`config.mk`:
```
export PLATFORM = sky130hd
export DESIGN_NAME = op_buffer_drain_ctrl
export DESIGN_NICKNAME = d
export VERILOG_FILES = /design/src/rtl/op_buffer_drain_ctrl.sv
export SDC_FILE = /design/constraint.sdc
export NUM_CORES = 1
export LEC_CHECK = 0
export ABC_AREA = 1
export BUFFER_PORTS_ARGS = -buffer_cell sky130_fd_sc_hd__buf_2
export CELL_PAD_IN_SITES_DETAIL_PLACEMENT = 0
export CELL_PAD_IN_SITES_GLOBAL_PLACEMENT = 2
export CORE_MARGIN = 3
export CORE_UTILIZATION = 33
export DETAILED_ROUTE_END_ITERATION = 6
export PLACE_DENSITY = 0.77
export SLEW_MARGIN = 0
export SYNTH_ARGS = -nofsm -noshare
export SYNTH_HDL_FRONTEND = slang
export SYNTH_SLANG_ARGS = --single-unit
```
`constraint.sdc`:
```
create_clock -name clk -period 7.78 [get_ports clk]
set_input_delay 1.167 -clock clk [delete_from_list [all_inputs] [get_ports clk]]
set_output_delay 1.167 -clock clk [all_outputs]
set_load 0.01 [all_outputs]
```
`src/rtl/op_buffer_drain_ctrl.sv`:
```
// op_buffer_drain_ctrl: stages systolic-array result rows in a small row FIFO
// and serializes them into one-word-per-cycle store commands for the output
// buffer. One drain pass writes NUM_ROWS*LANES consecutive entries from
// address 0, then pulses drain_done.
// Optional feature macro: OP_DRAIN_RELU_EN (clamp negative words to 0 at
// serialization time).
module op_buffer_drain_ctrl #(
  parameter int DATA_W     = 32,
  parameter int LANES      = 4,
  parameter int NUM_ROWS   = 4,
  parameter int FIFO_DEPTH = 2,
  parameter int ADDR_W     = 4
) (
  input  logic                      clk,
  input  logic                      rst,
  input  logic                      drain_start,
  input  logic                      array_res_valid,
  input  logic [LANES*DATA_W-1:0]   array_res_data,
  output logic                      array_res_ready,
  output logic [DATA_W-1:0]         data,
  output logic [ADDR_W-1:0]         op_buf_addr_for_store,
  output logic                      op_buffer_instr_for_storing_data,
  output logic                      drain_busy,
  output logic                      drain_done
);

  localparam int TOTAL  = NUM_ROWS * LANES;
  localparam int WW_W   = $clog2(TOTAL + 1);
  localparam int ROW_W  = $clog2(NUM_ROWS + 1);
  localparam int LANE_W = (LANES > 1) ? $clog2(LANES) : 1;
  localparam int PTR_W  = (FIFO_DEPTH > 1) ? $clog2(FIFO_DEPTH) : 1;
  localparam int CNT_W  = $clog2(FIFO_DEPTH + 1);

  typedef enum logic [1:0] {IDLE, DRAIN, DONE} state_t;

  state_t                    state;
  logic [ROW_W-1:0]          accepted_rows;
  logic [LANE_W-1:0]         lane;
  logic [WW_W-1:0]           words_written;

  logic [LANES*DATA_W-1:0]   mem [FIFO_DEPTH];
  logic [PTR_W-1:0]          wr_ptr, rd_ptr;
  logic [CNT_W-1:0]          fifo_count;
  logic                      fifo_full, fifo_empty;
  logic                      push, pop, issue;
  logic [DATA_W-1:0]         head_word, out_word;

  assign fifo_full  = (fifo_count == CNT_W'(FIFO_DEPTH));
  assign fifo_empty = (fifo_count == '0);

  // Ready depends only on registered state, never on a same-cycle pop.
  assign array_res_ready = (state == DRAIN) && !fifo_full &&
                           (accepted_rows < ROW_W'(NUM_ROWS));
  assign push  = array_res_valid && array_res_ready;
  assign issue = (state == DRAIN) && !fifo_empty;
  assign pop   = issue && (lane == LANE_W'(LANES - 1));

  // Select the current lane of the head row and apply the optional clamp.
  always_comb begin
    head_word = mem[rd_ptr][lane*DATA_W +: DATA_W];
    out_word  = head_word;
`ifdef OP_DRAIN_RELU_EN
    if (head_word[DATA_W-1]) out_word = '0;
`else
`endif
  end

  // Row storage; contents need no reset since occupancy is tracked separately.
  always_ff @(posedge clk) begin
    if (push) mem[wr_ptr] <= array_res_data;
  end

  // FIFO pointers and occupancy; power-of-2 depth lets pointers wrap naturally.
  always_ff @(posedge clk) begin
    if (rst) begin
      wr_ptr     <= '0;
      rd_ptr     <= '0;
      fifo_count <= '0;
    end else begin
      if (push) wr_ptr <= wr_ptr + PTR_W'(1);
      if (pop)  rd_ptr <= rd_ptr + PTR_W'(1);
      case ({push, pop})
        2'b10:   fifo_count <= fifo_count + CNT_W'(1);
        2'b01:   fifo_count <= fifo_count - CNT_W'(1);
        default: fifo_count <= fifo_count;
      endcase
    end
  end

  // Drain FSM with the serializer and all registered outputs.
  always_ff @(posedge clk) begin
    if (rst) begin
      state                            <= IDLE;
      accepted_rows                    <= '0;
      lane                             <= '0;
      words_written                    <= '0;
      data                             <= '0;
      op_buf_addr_for_store            <= '0;
      op_buffer_instr_for_storing_data <= 1'b0;
      drain_busy                       <= 1'b0;
      drain_done                       <= 1'b0;
    end else begin
      op_buffer_instr_for_storing_data <= 1'b0;
      drain_done                       <= 1'b0;
      case (state)
        IDLE: begin
          if (drain_start) begin
            state         <= DRAIN;
            drain_busy    <= 1'b1;
            accepted_rows <= '0;
            lane          <= '0;
            words_written <= '0;
          end
        end
        DRAIN: begin
          if (push) accepted_rows <= accepted_rows + ROW_W'(1);
          if (issue) begin
            data                             <= out_word;
            op_buf_addr_for_store            <= ADDR_W'(words_written);
            op_buffer_instr_for_storing_data <= 1'b1;
            words_written                    <= words_written + WW_W'(1);
            lane                             <= pop ? '0 : lane + LANE_W'(1);
          end
          // The counter reaches TOTAL as the last strobe becomes visible, so
          // done lands on the cycle after that strobe.
          if (words_written == WW_W'(TOTAL)) begin
            state      <= DONE;
            drain_busy <= 1'b0;
            drain_done <= 1'b1;
          end
        end
        DONE: begin
          state <= IDLE;
        end
        default: begin
          state      <= IDLE;
          drain_busy <= 1'b0;
        end
      endcase
    end
  end

endmodule

```
==> results of run 1 <==
==> routing by layer <==
| metal | vias to the layer above | share of wire | global-route usage |
|---|---|---|---|
| met5 | - | 0.0012 | 0 |
| met4 | 6 | 0.023 | 0.0434 |
| met2 | 195 | 0.46 | 0.256 |
| li1 | 4440 | - | - |
| met3 | 49 | 0.052 | 0.0340 |
| met1 | 4136 | 0.46 | 0.224 |
==> power by group through the flow <==
| stage | clock network [mW] | registers, mW | logic, mW |
|---|---|---|---|
| after floorplan | 0 | 1.91 | 0.0898 |
| after global placement | 0 | 1.90 | 0.184 |
| after detailed placement | 0 | 1.91 | 0.187 |
| after CTS | 1.63 | 1.87 | 0.188 |
| after global routing | 1.70 | 1.87 | 0.208 |
| final | 1.58 | 1.87 | 0.184 |
==> worst max-delay path: stages <==
cell	delay, ps
buf_2	90
nand4_1	300
nor2_4	590
buf_4	810
==> final cells by class <==
type | instances | area share
timing repair buffer | 184 | 0.0615
clock buffer | 50 | 0.0641
tap | 518 | 0.0418
sequential | 312 | 0.568
antenna | 2 | 0.000323
clock inverter | 11 | 0.00678
inverter | 279 | 0.0678
multi-input combinational | 633 | 0.190
==> sequential cells by signal, indices dropped and copies added, names as in the netlist, named ones only <==
register                          cells
data                                 32
drain_busy                            1
op_buf_addr_for_store                 4
accepted_rows                         3
rd_ptr                                1
wr_ptr                                1
lane                                  2
words_written                         5
fifo_count                            2
state                                 2
mem                                 256
drain_done                            1
op_buffer_instr_for_storing_data      1
==> worst paths after layout <==
path	cells after the start	end	startpoint	slack, ps
worst max-delay path	4	mem[1][97]	array_res_valid	4890
worst min-delay path	2	drain_busy	drain_busy	460
worst max register to register	7	data[6]	flop	4990
worst min register to register	2	drain_busy	drain_busy	460
==> cell usage after synthesis <==
cell      number  area, um^2
a21oi_1       49         245
a21oi_2       19         166
buf_1          3        11.3
buf_2         41         205
buf_4          1        7.51
buf_6          5        56.3
clkbuf_1      10        37.5
dfxtp_1       56        1120
edfxtp_1     256        7690
ha_1           5        62.6
inv_1        275        1030
inv_2          4        15.0
nand2_1      306        1150
nand2_2        1        6.26
nand2_4        1        11.3
nand3_1      200        1000
nand3_2        1        10.0
nand4_1        3        18.8
nor2_1        21        78.8
nor2_2         2        12.5
nor2_4         1        11.3
nor2_8         1        20.0
nor3_1         3        15.0
o21a_1         2        15.0
o21ai_0       16        80.1
xor2_1         2        17.5
==> logic make-up after synthesis <==
group	after synthesis
simple gates	540
buf+inv	339
flops	312
compound gates	86
fa+ha+maj	5
xor+xnor	2
==> per-stage QoR <==
stage | instances | util | hold slack [ps] | power [mW]
2_1_floorplan | 1284 | - | 446 | 2.00
3_3_place_gp | 1926 | 0.370 | 446 | 2.09
4_1_cts | 1987 | 0.398 | 470 | 3.69
5_1_grt | 1988 | 0.399 | 489 | 3.78
6_report | 1989 | 0.399 | 463 | 3.63
3_5_place_dp | 1926 | 0.370 | 460 | 2.09
==> metrics.txt, run 1 <==
status=completed; Startpoint Class=input port; row count=72; WL per Instance=16.9 um; Post-Synth Simple-Gate Area=0.178; shortest period the worst path allows=2890 ps; die area=42100 um^2; Yosys reg bits=312; DRC=0; worst-path fanout max=62; Clk network pwr share=0.435; first-pass GRT wire length=51200 um; pwr dens=234 nW/um^2; Seq pwr share=0.515; Area growth, synth to finish=18.5%; clk buf depth=3; achievable clock frequency=346 MHz; die height=205 um; logic gate share of total power=0.051; Core ar.=38900 um^2; leading cell types in the layout, fill and taps excluded=nand2_1, inv_1, edfxtp_1, nand3_1, buf_2; worst-skew pair later-pin latency=510 ps; Sink Count=312; CP arrival=3010 ps; Total Routing Usage GR=0.161; Setup CP Type=input port to flop; Final Setup Violations=0; synthesized cell area=13100 um^2; pre-CTS WS=4310 ps; Fin Setup TNS=0 ps; Slew headroom=0.370; register area share after synthesis=0.673; final worst-path setup slack=4890 ps; CTS Root Cell=clkbuf_16; CTS-repair resized insts=0; Reg area=8810 um^2; Filler cells=3828; synth warn=0; Final #Nets=1582; Crit path required time=7910 ps; TritonCTS buffer count=35; Synth Area in Adders=0.00478; Sw Share=0.209; initial antenna violation count=6; main combinational cell family by area after synthesis=simple AND/OR/NAND/NOR gates; GPL Wtd Cong=0.704; CTS tree=built; Fin. Hold Viols=0; # Max-Cap Violations=0; Post-Syn Instances=1284; syn avg cell area=10.2 um^2; vias in the first global route=8556; clock transition at the registers of the reported paths=60 ps; vias after detailed routing=8826; Routed WL=33600 um; largest net degree at the start of global routing=80; post-route ant nets=0; Max rail drop VDD=147 uV; final instance area=15500 um^2; Congestion Overflow GR=0; HPWL Detailed=21000 um; critical path endpoint category=flop; Port Buf Inserts=171; DR pass1 iterations=5; leakage=6.90 nW; H-tree Lvls=2; cts hold-fix bufs=0; share of cells above drive strength 1=0.180; Die Width=205 um; multi-input logic area=2940 um^2; Tcrit/Tclk final=0.371; HP Class=flop to flop; Setup Buffers After CTS=0; drt first-iter violations=430; Post-DP Area=14400 um^2; worst-margin pin slew=944 ps; post-synthesis mux area share=0; compound-cell area share of the yosys netlist=0.0387; Synth Area in XOR/XNOR=0.00134; RSZ-0062 raised after global routing=false; Unique masters post-synth=26; via/cell ratio=4.44; Final Slew Violations=0; Clock Skew=14.3 ps; Syn Nets=1421; io pins=172; Starting Density=0.336; switching power=0.760 mW; Power Internal=2.87 mW; commonest non-fill, non-tap cell in the layout=nand2_1
(Power assumes the default switching activity.)
==> inputs of run 2 (changes only) <==
clock period = 2.45 ns   (was 7.78 ns; I/O delays follow)
==> run 2 against run 1 <==
- via count is 0.45% higher
- sequential cell count unchanged
- largest power group unchanged
- register-to-register slack worse by 4600 ps
- critical path type is now flop to flop
- core utilization up 0.44 points
- critical path depth rose by 1
- critical endpoint is now mem[0][48]
- sequential share of layout area decreased by 0.61 points
- cell area increased by 1.1%
- global-route usage is 0.33 points higher
- routed wire length increased by 3.4%
- die area unchanged
==> metrics.txt, run 2 (synthesis results as in run 1) <==
# Max-Cap Violations=0; clock transition at the registers of the reported paths=60 ps; Setup Buffers After CTS=0; R2R cell count=5; leading registers by flop count=mem: 256 flops, data: 32 flops, words_written: 5 flops; share of cells above drive strength 1=0.187; row count=72; TritonCTS buffer count=35; first-pass GRT wire length=52400 um; worst-path fanout max=34; Congestion Overflow GR=0; Fin Setup TNS=0 ps; H-tree Lvls=2; slowest cell on the critical path=nor2_4; met2 routed WL=15100 um; crit-path cells=inv_1 > nand2_1 > nand4_1 > nor2_4 > buf_12; GPL Wtd Cong=0.738; largest net degree at the start of global routing=129; initial antenna violation count=7; achievable clock frequency=489 MHz; Final Slew Violations=0; Reg area=8820 um^2; pwr dens=730 nW/um^2; RSZ-0062 raised after global routing=false; CTS Root Cell=clkbuf_16; Port Buf Inserts=171; CTS tree=built; critical path endpoint category=flop; CTS-repair resized insts=0; Crit path required time=2660 ps; multi-input logic area=2940 um^2; Clock Skew=22.8 ps; Starting Density=0.336; post-route ant nets=0; Final Setup Violations=0; DRC=0; Total Routing Usage GR=0.164; Filler cells=3816; worst-margin pin slew=916 ps; wire length on met3=1580 um; Routed WL=34700 um; vias after detailed routing=8866; Slew headroom=0.389; clk buf depth=3; Fin. Hold Viols=0; Die Width=205 um; die area=42100 um^2; shortest period the worst path allows=2050 ps; highest routed layer=met5; via/cell ratio=4.42; Largest register FFs=256; status=completed; CP arrival=2250 ps; vias in the first global route=8606; Setup CP Type=flop to flop; Sink Count=312; commonest non-fill, non-tap cell in the layout=nand2_1; Startpoint Class=flop; Max rail drop VDD=390 uV; WL per Instance=17.3 um; Biggest register=mem; final total power=11.5 mW; Area growth, synth to finish=19.8%; DR pass1 iterations=4; HPWL Detailed=22200 um; Core ar.=38900 um^2; DRT met1 WL=17200 um; worst-skew pair later-pin latency=520 ps; Min-Delay Path Depth=1; Tcrit/Tclk final=0.835; drt first-iter violations=608; Final #Nets=1594; cts hold-fix bufs=0; HP Class=input port to flop; io pins=172; die height=205 um; CP max stage delay=550 ps; leading cell types in the layout, fill and taps excluded=nand2_1, inv_1, edfxtp_1, nand3_1, buf_2; leakage=6.98 nW
-- run 2: changes by cell type in the layout (fill, tap and decap cells not counted), sizes merged, moves of 3 or more --
| cell | delta |
|---|---|
| clkinv | +4 |
| inv | +3 |
| buf | +12 |
| clkbuf | -3 |
-- run 2: path summary, 6_finish.rpt --
kind | start | end | slack (ps)
worst max-delay path | fifo_count[0] | mem[0][48] | 400
worst min-delay path | array_res_data[35] | mem[0][35] | 30
worst max register to register | fifo_count[0] | mem[0][48] | 400
worst min register to register | drain_busy | drain_busy | 460
-- run 2: where the power goes --
part | internal [mW] | switching [mW]
Sequential | 5.89 | 0.0473
Clock | 2.84 | 2.06
Combinational | 0.219 | 0.388
-- run 2: per-stage QoR --
step                      instance area, um^2   util  worst slack [ps]  hold WS, ps  cells
final                                   15700  0.403               405         28.1   2004
after global routing                    15700  0.403               268         11.0   2003
after CTS                               15700  0.403               382         5.82   2001
after detailed placement                14600  0.375               392          455   1938
after global placement                  14600  0.375               399          448   1938
after floorplan                         13100      -              -710          446   1284
-- run 2: routing by layer --
layer / up-vias / global-route usage
li1: 4470 / -
met1: 4157 / 0.246
met2: 183 / 0.245
met3: 52 / 0.0290
met4: 4 / 0.0447
met5: - / 0
-- run 2: cell type report --
class                   count  area share
flip-flops and latches    312       0.562
multi-input cells         633       0.187
repair buffers            196      0.0737
inverters                 279      0.0669
clock buffers              47      0.0607
well taps                 518      0.0413
clock inverters            16     0.00726
diodes                      3    0.000479
-- run 2: worst max-delay path, delay by kind of cell (launching register included) --
family                 cells  cell delay [ps]
and+or+nand+nor            3              930
buffers and inverters      2              370
DFF                        1              420
==> inputs of run 3 (changes only) <==
CORE_UTILIZATION = 37   (was 33)
PLACE_DENSITY = 0.82   (was 0.77)
clock period = 2 ns   (was 2.45 ns; I/O delays follow)
==> run 3 against run 2 <==
- combinational power is 49% higher
- setup slack got worse by 150 ps
- sequential share of layout area fell by 3.8 points
- register-to-register slack got worse by 150 ps
- core utilization grew 8.1 points
- global-route usage increased by 1.3 points
- sequential power rose by 22%
- cell area rose by 7.2%
- highest routed layer is now met4
- count of clock-buffer cells in the layout down 4
- critical path depth is 1 higher
- worst hold slack got worse by 11 ps
==> metrics.txt, run 3 (synthesis results as in run 1) <==
Area growth, synth to finish=28.4%; WHS=17.3 ps; leakage=7.49 nW; Largest register FFs=256; Slew headroom=0.539; ant diodes=0; die height=194 um; Clock Skew=18.7 ps; DP Cell Count=1881; vias after detailed routing=9206; achievable clock frequency=573 MHz; Fin. Hold Viols=0; io pins=172; CP arrival=1890 ps; fin cells=2044; Setup CP Type=flop to flop; Total Routing Usage GR=0.177; Filler cells=3199; Final Slew Violations=0; clock transition at the registers of the reported paths=60 ps; RSZ-0062 raised after global routing=false; DRC=0; switching power=3.02 mW; H-tree Lvls=2; drt first-iter violations=626; Sw Share=0.209; worst-margin pin slew=691 ps; logic gate share of total power=0.062; Power Internal=11.4 mW; Clk network pwr share=0.434; share of cells above drive strength 1=0.181; Port Buf Inserts=171; critical path endpoint category=flop; DR pass1 iterations=5; commonest non-fill, non-tap cell in the layout=nand2_1; CTS tree=built; HP Class=input port to flop; leading registers by flop count=mem: 256 flops, data: 32 flops, words_written: 5 flops; # Max-Cap Violations=0; die area=37700 um^2; via/cell ratio=4.50; CTS Root Cell=clkbuf_16; Die Width=194 um; shortest period the worst path allows=1750 ps; Final Setup Violations=0; Max rail drop VDD=473 uV; clk buf depth=3; Starting Density=0.377; final total power=14.5 mW; Biggest register=mem; Crit path required time=2140 ps; worst-path fanout max=75; initial antenna violation count=0; crit-path cells=inv_2 > nor2_8 > nand4_1 > buf_4 > nor2_4 > buf_12; Seq pwr share=0.503; largest net degree at the start of global routing=76; CP max stage delay=350 ps; WL per Instance=16.4 um; vias in the first global route=9168; CP top delay family=buffers and inverters; Core Util, Final=0.484; first-pass GRT wire length=52500 um; HPWL Detailed=21400 um; slowest cell on the critical path=buf_12; Sink Count=312; GPL Wtd Cong=0.734; Startpoint Class=flop; row count=68; Routed WL=33600 um; worst-skew pair later-pin latency=500 ps; Final #Nets=1700; status=completed; leading cell types in the layout, fill and taps excluded=nand2_1, inv_1, edfxtp_1, nand3_1, buf_2; TritonCTS buffer count=35; Setup Buffers After CTS=0; Worst Path Buf+Inv=3; Tcrit/Tclk final=0.873; Congestion Overflow GR=0; post-route ant nets=0; pwr dens=860 nW/um^2; Core ar.=34700 um^2
[run 3: cell types whose count changed in the layout (fill, tap and decap cells not counted), moves of 3 or more]
cell and delta:
dlygate4sd3_1 +100, buf_12 +8, clkinv_1 +3, clkbuf_1 -6
diode_2 -3
[run 3: per-layer routing]
| layer | up-vias | GRT usage | wire, um |
|---|---|---|---|
| li1 | 4678 | - | - |
| met1 | 4263 | 0.253 | 15800 |
| met2 | 221 | 0.287 | 15600 |
| met3 | 44 | 0.0269 | 1740 |
| met4 | 0 | 0.0391 | 540 |
| met5 | - | 0 | 0 |
[run 3: worst paths after layout]
kind | start | end | slack [ps] | cells after the start
worst min-delay path | array_res_data[97] | mem[1][97] | 20 | 1
worst max register to register | state[0] | mem[0][104] | 250 | 6
worst min register to register | drain_busy | drain_busy | 460 | 2
worst max-delay path | state[0] | mem[0][104] | 250 | 6
[run 3: final cells by class]
type                       count  area (um^2)  area share
sequential                   312         8820       0.524
clock inverter                20          165     0.00983
timing repair buffer         302         2300       0.137
clock buffer                  43          968      0.0576
multi-input combinational    633         2940       0.175
tap                          455          569      0.0339
inverter                     279         1050      0.0624
[run 3: metrics by stage]
stage / setup slack (ps) / instance area [um^2] / TNS [ps]
after floorplan: -1160 / 13100 / -296570
after global placement: 277 / 14700 / 0
after detailed placement: 279 / 14700 / 0
after CTS: 263 / 16800 / 0
after global routing: 111 / 16800 / 0
final: 255 / 16800 / 0
[run 3: repair_timing]
item,CTS,global route
hold endpoints to repair,199,0
gates resized for setup,0,0
hold buffers,100,0
[run 3: power groups by stage]
stage	Clock [mW]	Sequential [mW]	Combinational, mW
after detailed placement	0	7.41	0.757
after floorplan	0	7.42	0.352
after global routing	6.71	7.29	1.01
after global placement	0	7.41	0.743
final	6.28	7.27	0.903
after CTS	6.44	7.28	0.916
